## src/rtl/tx_word_scheduler.sv

```systemverilog
// Purpose: round-robin share of the 16-bit symbol serializer between two word requesters, LSB first.
// Latency: word accepted at cycle N drives its first symbol over N+1..N+SYM_LEN; 16 (17) symbols per word.
// Backpressure: readyX only in IDLE; requests held through SEND/GAP simply wait. Option macro: TX_PARITY_EN.
module tx_word_scheduler #(
  parameter int SYM_LEN  = 256,
  parameter int PH_W     = 8,
  parameter int GAP_SYMS = 2
) (
  input  logic            clk_sys,
  input  logic            rst_n,
  input  logic            req0_valid,
  input  logic [15:0]     req0_data,
  output logic            req0_ready,
  input  logic            req1_valid,
  input  logic [15:0]     req1_data,
  output logic            req1_ready,
  output logic            tx_bit,
  output logic            tx_active,
  output logic            sym_strobe,
  output logic [PH_W-1:0] phase,
  output logic [4:0]      sign_cnt,
  output logic            grant_id,
  output logic            word_done
);

  typedef enum logic [1:0] {
    ST_IDLE = 2'd0,
    ST_SEND = 2'd1,
    ST_GAP  = 2'd2
  } state_t;

`ifdef TX_PARITY_EN
  // Symbol 16 carries the even parity of the word.
  localparam int CNT_W = 5;
  localparam logic [CNT_W-1:0] CNT_LAST = 5'd16;
`else
  localparam int CNT_W = 4;
  localparam logic [CNT_W-1:0] CNT_LAST = 4'd15;
`endif

  localparam logic [PH_W-1:0] PH_LAST  = PH_W'(SYM_LEN - 1);
  localparam logic [15:0]     GAP_LAST = 16'((GAP_SYMS > 0) ? (GAP_SYMS - 1) : 0);

  state_t            state_q, state_d;
  logic [PH_W-1:0]   phase_q, phase_d;
  logic [CNT_W-1:0]  cnt_q, cnt_d;
  logic [15:0]       gap_q, gap_d;
  logic [15:0]       word_q, word_d;
  logic              bit_q, bit_d;
  logic              grant_q, grant_d;
  logic              rr_q, rr_d;
  logic              phase_last;
  logic              idle_ok;

  // Bit carried by symbol idx of word w (parity symbol when enabled).
  function automatic logic sym_bit(input logic [15:0] w, input logic [CNT_W-1:0] idx);
`ifdef TX_PARITY_EN
    if (idx[4]) begin
      return ^w;
    end
    return w[idx[3:0]];
`else
    return w[idx];
`endif
  endfunction

  assign phase_last = (phase_q == PH_LAST);

  // Combinational ready: only in IDLE (and out of reset); rr pointer breaks ties.
  always_comb begin
    idle_ok    = (state_q == ST_IDLE) && rst_n;
    req0_ready = idle_ok && req0_valid && (!req1_valid || !rr_q);
    req1_ready = idle_ok && req1_valid && (!req0_valid || rr_q);
  end

  // Next-state logic: grant/latch in IDLE, symbol timing in SEND, idle symbols in GAP.
  always_comb begin
    state_d = state_q;
    phase_d = phase_q;
    cnt_d   = cnt_q;
    gap_d   = gap_q;
    word_d  = word_q;
    bit_d   = bit_q;
    grant_d = grant_q;
    rr_d    = rr_q;
    unique case (state_q)
      ST_IDLE: begin
        phase_d = '0;
        cnt_d   = '0;
        gap_d   = '0;
        bit_d   = 1'b0;
        if (req0_ready) begin
          word_d  = req0_data;
          bit_d   = req0_data[0];
          grant_d = 1'b0;
          rr_d    = 1'b1;
          state_d = ST_SEND;
        end else if (req1_ready) begin
          word_d  = req1_data;
          bit_d   = req1_data[0];
          grant_d = 1'b1;
          rr_d    = 1'b0;
          state_d = ST_SEND;
        end
      end
      ST_SEND: begin
        phase_d = phase_last ? '0 : phase_q + 1'b1;
        if (phase_last) begin
          if (cnt_q == CNT_LAST) begin
            cnt_d   = '0;
            bit_d   = 1'b0;
            gap_d   = '0;
            state_d = (GAP_SYMS > 0) ? ST_GAP : ST_IDLE;
          end else begin
            cnt_d = cnt_q + 1'b1;
            bit_d = sym_bit(word_q, cnt_q + 1'b1);
          end
        end
      end
      ST_GAP: begin
        phase_d = phase_last ? '0 : phase_q + 1'b1;
        bit_d   = 1'b0;
        cnt_d   = '0;
        if (phase_last) begin
          if (gap_q == GAP_LAST) begin
            state_d = ST_IDLE;
          end else begin
            gap_d = gap_q + 16'd1;
          end
        end
      end
      default: begin
        state_d = ST_IDLE;
        phase_d = '0;
        cnt_d   = '0;
        bit_d   = 1'b0;
      end
    endcase
  end

  // State register; reset aborts any word in flight.
  always_ff @(posedge clk_sys or negedge rst_n) begin
    if (!rst_n) begin
      state_q <= ST_IDLE;
      phase_q <= '0;
      cnt_q   <= '0;
      gap_q   <= '0;
      word_q  <= '0;
      bit_q   <= 1'b0;
      grant_q <= 1'b0;
      rr_q    <= 1'b0;
    end else begin
      state_q <= state_d;
      phase_q <= phase_d;
      cnt_q   <= cnt_d;
      gap_q   <= gap_d;
      word_q  <= word_d;
      bit_q   <= bit_d;
      grant_q <= grant_d;
      rr_q    <= rr_d;
    end
  end

  assign tx_bit     = bit_q;
  assign tx_active  = (state_q == ST_SEND);
  assign sym_strobe = tx_active && (phase_q == '0);
  assign word_done  = tx_active && phase_last && (cnt_q == CNT_LAST);
  assign phase      = phase_q;
  assign grant_id   = grant_q;
`ifdef TX_PARITY_EN
  assign sign_cnt   = cnt_q;
`else
  assign sign_cnt   = {1'b0, cnt_q};
`endif

endmodule

```

## config.mk

```make
export PLATFORM = sky130hd
export DESIGN_NAME = tx_word_scheduler
export DESIGN_NICKNAME = d
export VERILOG_FILES = /design/src/rtl/tx_word_scheduler.sv
export SDC_FILE = /design/constraint.sdc
export NUM_CORES = 1
export LEC_CHECK = 0
export ABC_AREA = 1
export CAP_MARGIN = 20
export CELL_PAD_IN_SITES_DETAIL_PLACEMENT = 0
export CELL_PAD_IN_SITES_GLOBAL_PLACEMENT = 1
export CORE_MARGIN = 10
export CORE_UTILIZATION = 40
export DETAILED_ROUTE_END_ITERATION = 8
export PLACE_DENSITY = 0.88
export SLEW_MARGIN = 20
export SYNTH_ARGS = -nofsm -noshare
export SYNTH_HDL_FRONTEND = slang
export SYNTH_SLANG_ARGS = --single-unit
```

## constraint.sdc

```tcl
create_clock -name clk_sys -period 2.6 [get_ports clk_sys]
set_input_delay 0.26 -clock clk_sys [delete_from_list [all_inputs] [get_ports clk_sys]]
set_output_delay 0.26 -clock clk_sys [all_outputs]
set_load 0.05 [all_outputs]
```

# After elaboration in Yosys (flattened, before gate mapping)
# Cells that the tools add are included.
[classes]
n_eq_ne = 11
magnitude_cmp = 1
reduce_logical = 21
add_sub_neg = 3
n_mux = 30
[ops]
columns = ["operator", "count"]
rows = [
  ["$mux 16", 6],
  ["$pmux 16 s3", 1],
  ["$add 16x1->16 const B", 1],
  ["$eq 16x1->1 const B", 1],
  ["$mux 8", 2],
  ["$mux 2", 6],
  ["$mux 4", 3],
  ["$reduce_and 5->1", 2],
  ["$mux 1", 9],
  ["$add 8x1->8 const B", 1],
  ["$eq 8x8->1 const B", 1],
  ["$logic_and 1x1->1", 8],
  ["$logic_not 8->1", 1],
  ["$ne 2x2->1 const B", 3],
  ["$pmux 2 s3", 1],
  ["$lt 4x5->1 const B", 1],
  ["$add 4x1->4 const B", 1],
  ["$bmux 1 s4", 1],
  ["$eq 4x4->1 const B", 1],
  ["$ne 2x1->1 const B", 2],
  ["$logic_not 1->1", 3],
  ["$ne 3x3->1 const B", 1],
  ["$reduce_bool 3->1", 1],
  ["$eq 2x1->1 const B", 1],
  ["other kinds (7)", 8],
]
[word_totals]
ff_bits = 49

# Depth between registers and ports, before layout
[depth]
depth_word = 7
ltp_mapped = 12
depth_no_buf = 12

# Worst setup path after synthesis
# OpenSTA, ideal clock, no wires.
[synth_path]
path_type = "flip-flop to output port"
startpoint = "reg phase_q[0] (netlist: phase[0])"
endpoint = "out word_done"
required_ns = 2.340
setup_slack_ns = 0.300
stages_incl_launch_ff = 8
path_buffers = 0
arrival_time_ns = 2.040
path_cell_list = "dfrtp_1 ha_1 nand2_1 nor2_2 nand2_2 inv_1 nand2_1 nor2_1"
[synth_between]
elab_chain_len = 3
[synth_rtl]
columns = ["item", "line_no", "rtl"]
rows = [
  ["start, declared", "45", "logic [PH_W-1:0] phase_q, phase_d;"],
  ["start signal, assigned", "154", "phase_q <= phase_d;"],
  ["$eq 8x8->1", "67", "assign phase_last = (phase_q == PH_LAST);"],
  ["$logic_and 1x1->1 (2 in a row)", "167", "assign word_done = tx_active && phase_last && (cnt_q == CNT_LAST);"],
  ["end, declared", "23", "output logic word_done"],
]
# Every way passes these cells.

# Worst setup path after layout
[layout_path]
startpoint = "reg state_q[1]"
endpoint = "out sym_strobe"
[layout_between]
elab_chain_len = 2
[layout_rtl]
columns = ["item", "line_no", "rtl"]
rows = [
  ["start, declared", "44", "state_t state_q, state_d;"],
  ["start signal, assigned", "153", "state_q <= state_d;"],
  ["$eq 2x1->1", "165", "assign tx_active = (state_q == ST_SEND);"],
  ["$logic_and 1x1->1", "166", "assign sym_strobe = tx_active && (phase_q == '0);"],
  ["end, declared", "19", "output logic sym_strobe,"],
]
# Every way passes these cells.

==> flow_summary.json <==
{
  "fp.dieArea_um2": 11100,
  "hp-class": "input port to async pin",
  "die_h_um": 105,
  "cp_max_fo": 7,
  "fp.coreArea_um2": 7180,
  "yosysTopAreaCellShare": 0.420,
  "p_per_area_nw_per_um2": 727,
  "syn_area_per_cell_um2": 7.26,
  "drive_above_1_share": 0.0651,
  "r2r-start": "state_q[0]",
  "gp_congestion": 0.856,
  "io_pins": 56,
  "cts-resized-gates": 0,
  "cts.clk_slew.worst_paths_ps": 90,
  "gr-usage-all-layers": 0.132,
  "tns_ps": 0,
  "slowest_stage": "clkdlybuf4s50_1",
  "root_buffer": "clkbuf_8",
  "dp_slack_ps": 470,
  "clkLatencyLatePin_ps": 300,
  "endpoint_kind": "output port",
  "reg2reg_depth": 12,
  "drc": 0,
  "antennaDiodeCount": 0,
  "clkSinkCount": 49,
  "drv_cap": 0,
  "clockBufferDepth": 2,
  "r2r_slack_ps": 710,
  "start_util": 0.407,
  "period_share": 0.943,
  "drt-initial-drc-count": 60,
  "wire_per_inst_um": 12.8,
  "hold_buffers": 1,
  "die_x_um": 105,
  "htree_levels": 2,
  "max_stage_delay_ps": 820,
  "fin_ws_ps": 148,
  "netlist_area_um2": 2920,
  "synth_edf_count": 0,
  "skew_ps": 10.0,
  "syn_to_final_growth_pct": 25.7,
  "slew_violations": 0,
  "cts_made_buffers": 5,
  "io_buffers": 54,
  "hpwl_um": 5700,
  "synth_ff_type": "dfrtp_1",
  "via_per_inst": 4.75,
  "outcome": "finished clean",
  "grt_pass1_vias": 2705,
  "wl_um": 7160,
  "synthCells": 402,
  "fmax_ghz": 0.408,
  "critical_path_class": "register to output port",
  "grt_max_degree": 32,
  "rsz0062_at_grt": "false",
  "p_leak_uw": 0.00167,
  "antenna_left": 0,
  "syn_nets": 447,
  "grt_pass1_wl_um": 12600,
  "postLayoutCoreUtil": 0.512,
  "min_period_ps": 2450,
  "vias": 2661,
  "tightestPinTransition_ps": 537,
  "synth.area.top_cells": "dfrtp_1 42%, nand2_1 18%, inv_1 6.2%",
  "post_cts_buffers": 0,
  "yosysSeqAreaShare": 0.420,
  "ir_worst_vdd_uv": 279,
  "rr_endpoint": "tx_bit",
  "drtPass1Iterations": 4,
  "yosys_warnings": 0,
  "synth_top_cell_by_area": "dfrtp_1",
  "antenna_found_initial": 0,
  "start_kind": "register",
  "async_reset_ff_frac": 1.00,
  "final_hold_viol_count": 0,
  "nets": 507,
  "setup_viol": 0,
  "slew_headroom": 0.641,
  "ys_seq_elements": 49,
  "crit_arrival_ps": 2190,
  "cts_tree": "built",
  "worstPathRequired_ps": 2340,
  "worstPathCellList": "inv_1, ha_1, nand4_1, nor2_1, clkdlybuf4s50_1",
  "grt-ovfl-total": 0,
  "synth_cell_type_count": 32,
  "rows": 31
}
[cells in the final DEF (no fill, tap or decap)]
cell type,synthesis,routed
clkinv_2,0,1
xnor2_1,4,4
o22ai_1,1,1
nand2_1,140,140
ha_1,9,9
clkdlybuf4s50_1,0,50
o21ai_0,12,12
clkbuf_8,0,5
nor2_1,39,39
dfrtp_1,49,49
a31oi_1,1,1
inv_1,48,48
nor3_2,1,1
dlygate4sd3_1,0,1
o211ai_1,13,13
nor2_2,2,2
o21ai_1,1,1
buf_12,0,2
nand2_2,5,5
clkinv_1,2,2
nand3_1,30,30
nor3_1,7,7
nand4_1,5,5
nand4_2,1,1
a21oi_2,1,1
buf_4,2,8
inv_2,3,3
xor2_1,12,12
nor4_1,1,1
a21oi_1,2,2
nor3b_1,3,3
buf_2,1,1
conb_1,1,1
[how the worst max path moves through the flow]
stage	from	to	slack, ps	depth (start not counted)
2_1_floorplan	phase[0]	word_done	300	7
3_3_place_gp	state_q[1]	sym_strobe	520	5
3_5_place_dp	state_q[1]	sym_strobe	470	5
4_1_cts	state_q[1]	sym_strobe	130	5
5_1_grt	state_q[1]	sym_strobe	70	5
6_report	state_q[1]	sym_strobe	150	5
[metal layers]
layer	global-route usage	vias to the layer above	part of all wire
met2	0.222	58	0.47
met4	0.0284	0	0.013
met3	0.0286	8	0.040
met1	0.169	1224	0.47
met5	0	-	0
li1	-	1371	-
[worst max-delay path, delay by kind of cell (launching register included)]
family                   cells  cell delay (ps)
AND/OR/NAND/NOR              2              240
flip-flops                   1              410
buffers and inverters        2              930
adder cells (fa/ha/maj)      1              320
[flip-flops by register name, indices dropped and copies added, names as in the netlist]
name,cells
cnt_q,4
gap_q,16
state_q,2
rr_q,1
grant_id,1
word_q,16
phase,8
tx_bit,1
[area by class of cell]
class	instances	area, um^2
clock inverter	1	5.00
fill	746	3500
inverter	53	199
sequential	49	1230
clock buffer	5	68.8
multi-input combinational	291	1430
timing repair buffer	62	616
tap	99	124
[where the power goes]
part | leakage [uW] | internal, uW | total, uW | switching [uW]
clock | 0.0000399 | 178 | 420 | 242
combinational | 0.000974 | 435 | 1240 | 810
sequential | 0.000654 | 929 | 1000 | 75.0
total | 0.00167 | 1540 | 2670 | 1130
[Yosys cell counts (2+ instances only)]
cell type    n
nand2_2      5
buf_4        2
nand2_1    140
clkbuf_1     3
clkinv_1     2
nor3b_1      3
inv_2        3
a21oi_1      2
nor3_1       7
dfrtp_1     49
nor2_1      39
nand4_1      5
nand3_1     30
o211ai_1    13
xnor2_1      4
inv_1       48
xor2_1      12
nor2_2       2
o21ai_0     12
ha_1         9
[through the flow]
stage	cell area [um^2]	power (uW)	hold slack [ps]	std cells
after floorplan	2920	1920	-35.6	402
after global placement	3590	2250	241	553
after detailed placement	3590	2280	239	553
after CTS	3670	2720	456	560
after global routing	3670	2910	475	560
final	3670	2670	456	560
[kinds of logic after synthesis]
| family | Yosys count | synth area share |
|---|---|---|
| compound gates | 31 | 0.0664 |
| fa+ha+maj | 9 | 0.0386 |
| flops | 49 | 0.420 |
| buf+inv | 62 | 0.0891 |
| other cells | 1 | 0.00128 |
| simple gates | 234 | 0.337 |
| xor+xnor | 16 | 0.0480 |
Power figures use the tool's default switching activity.
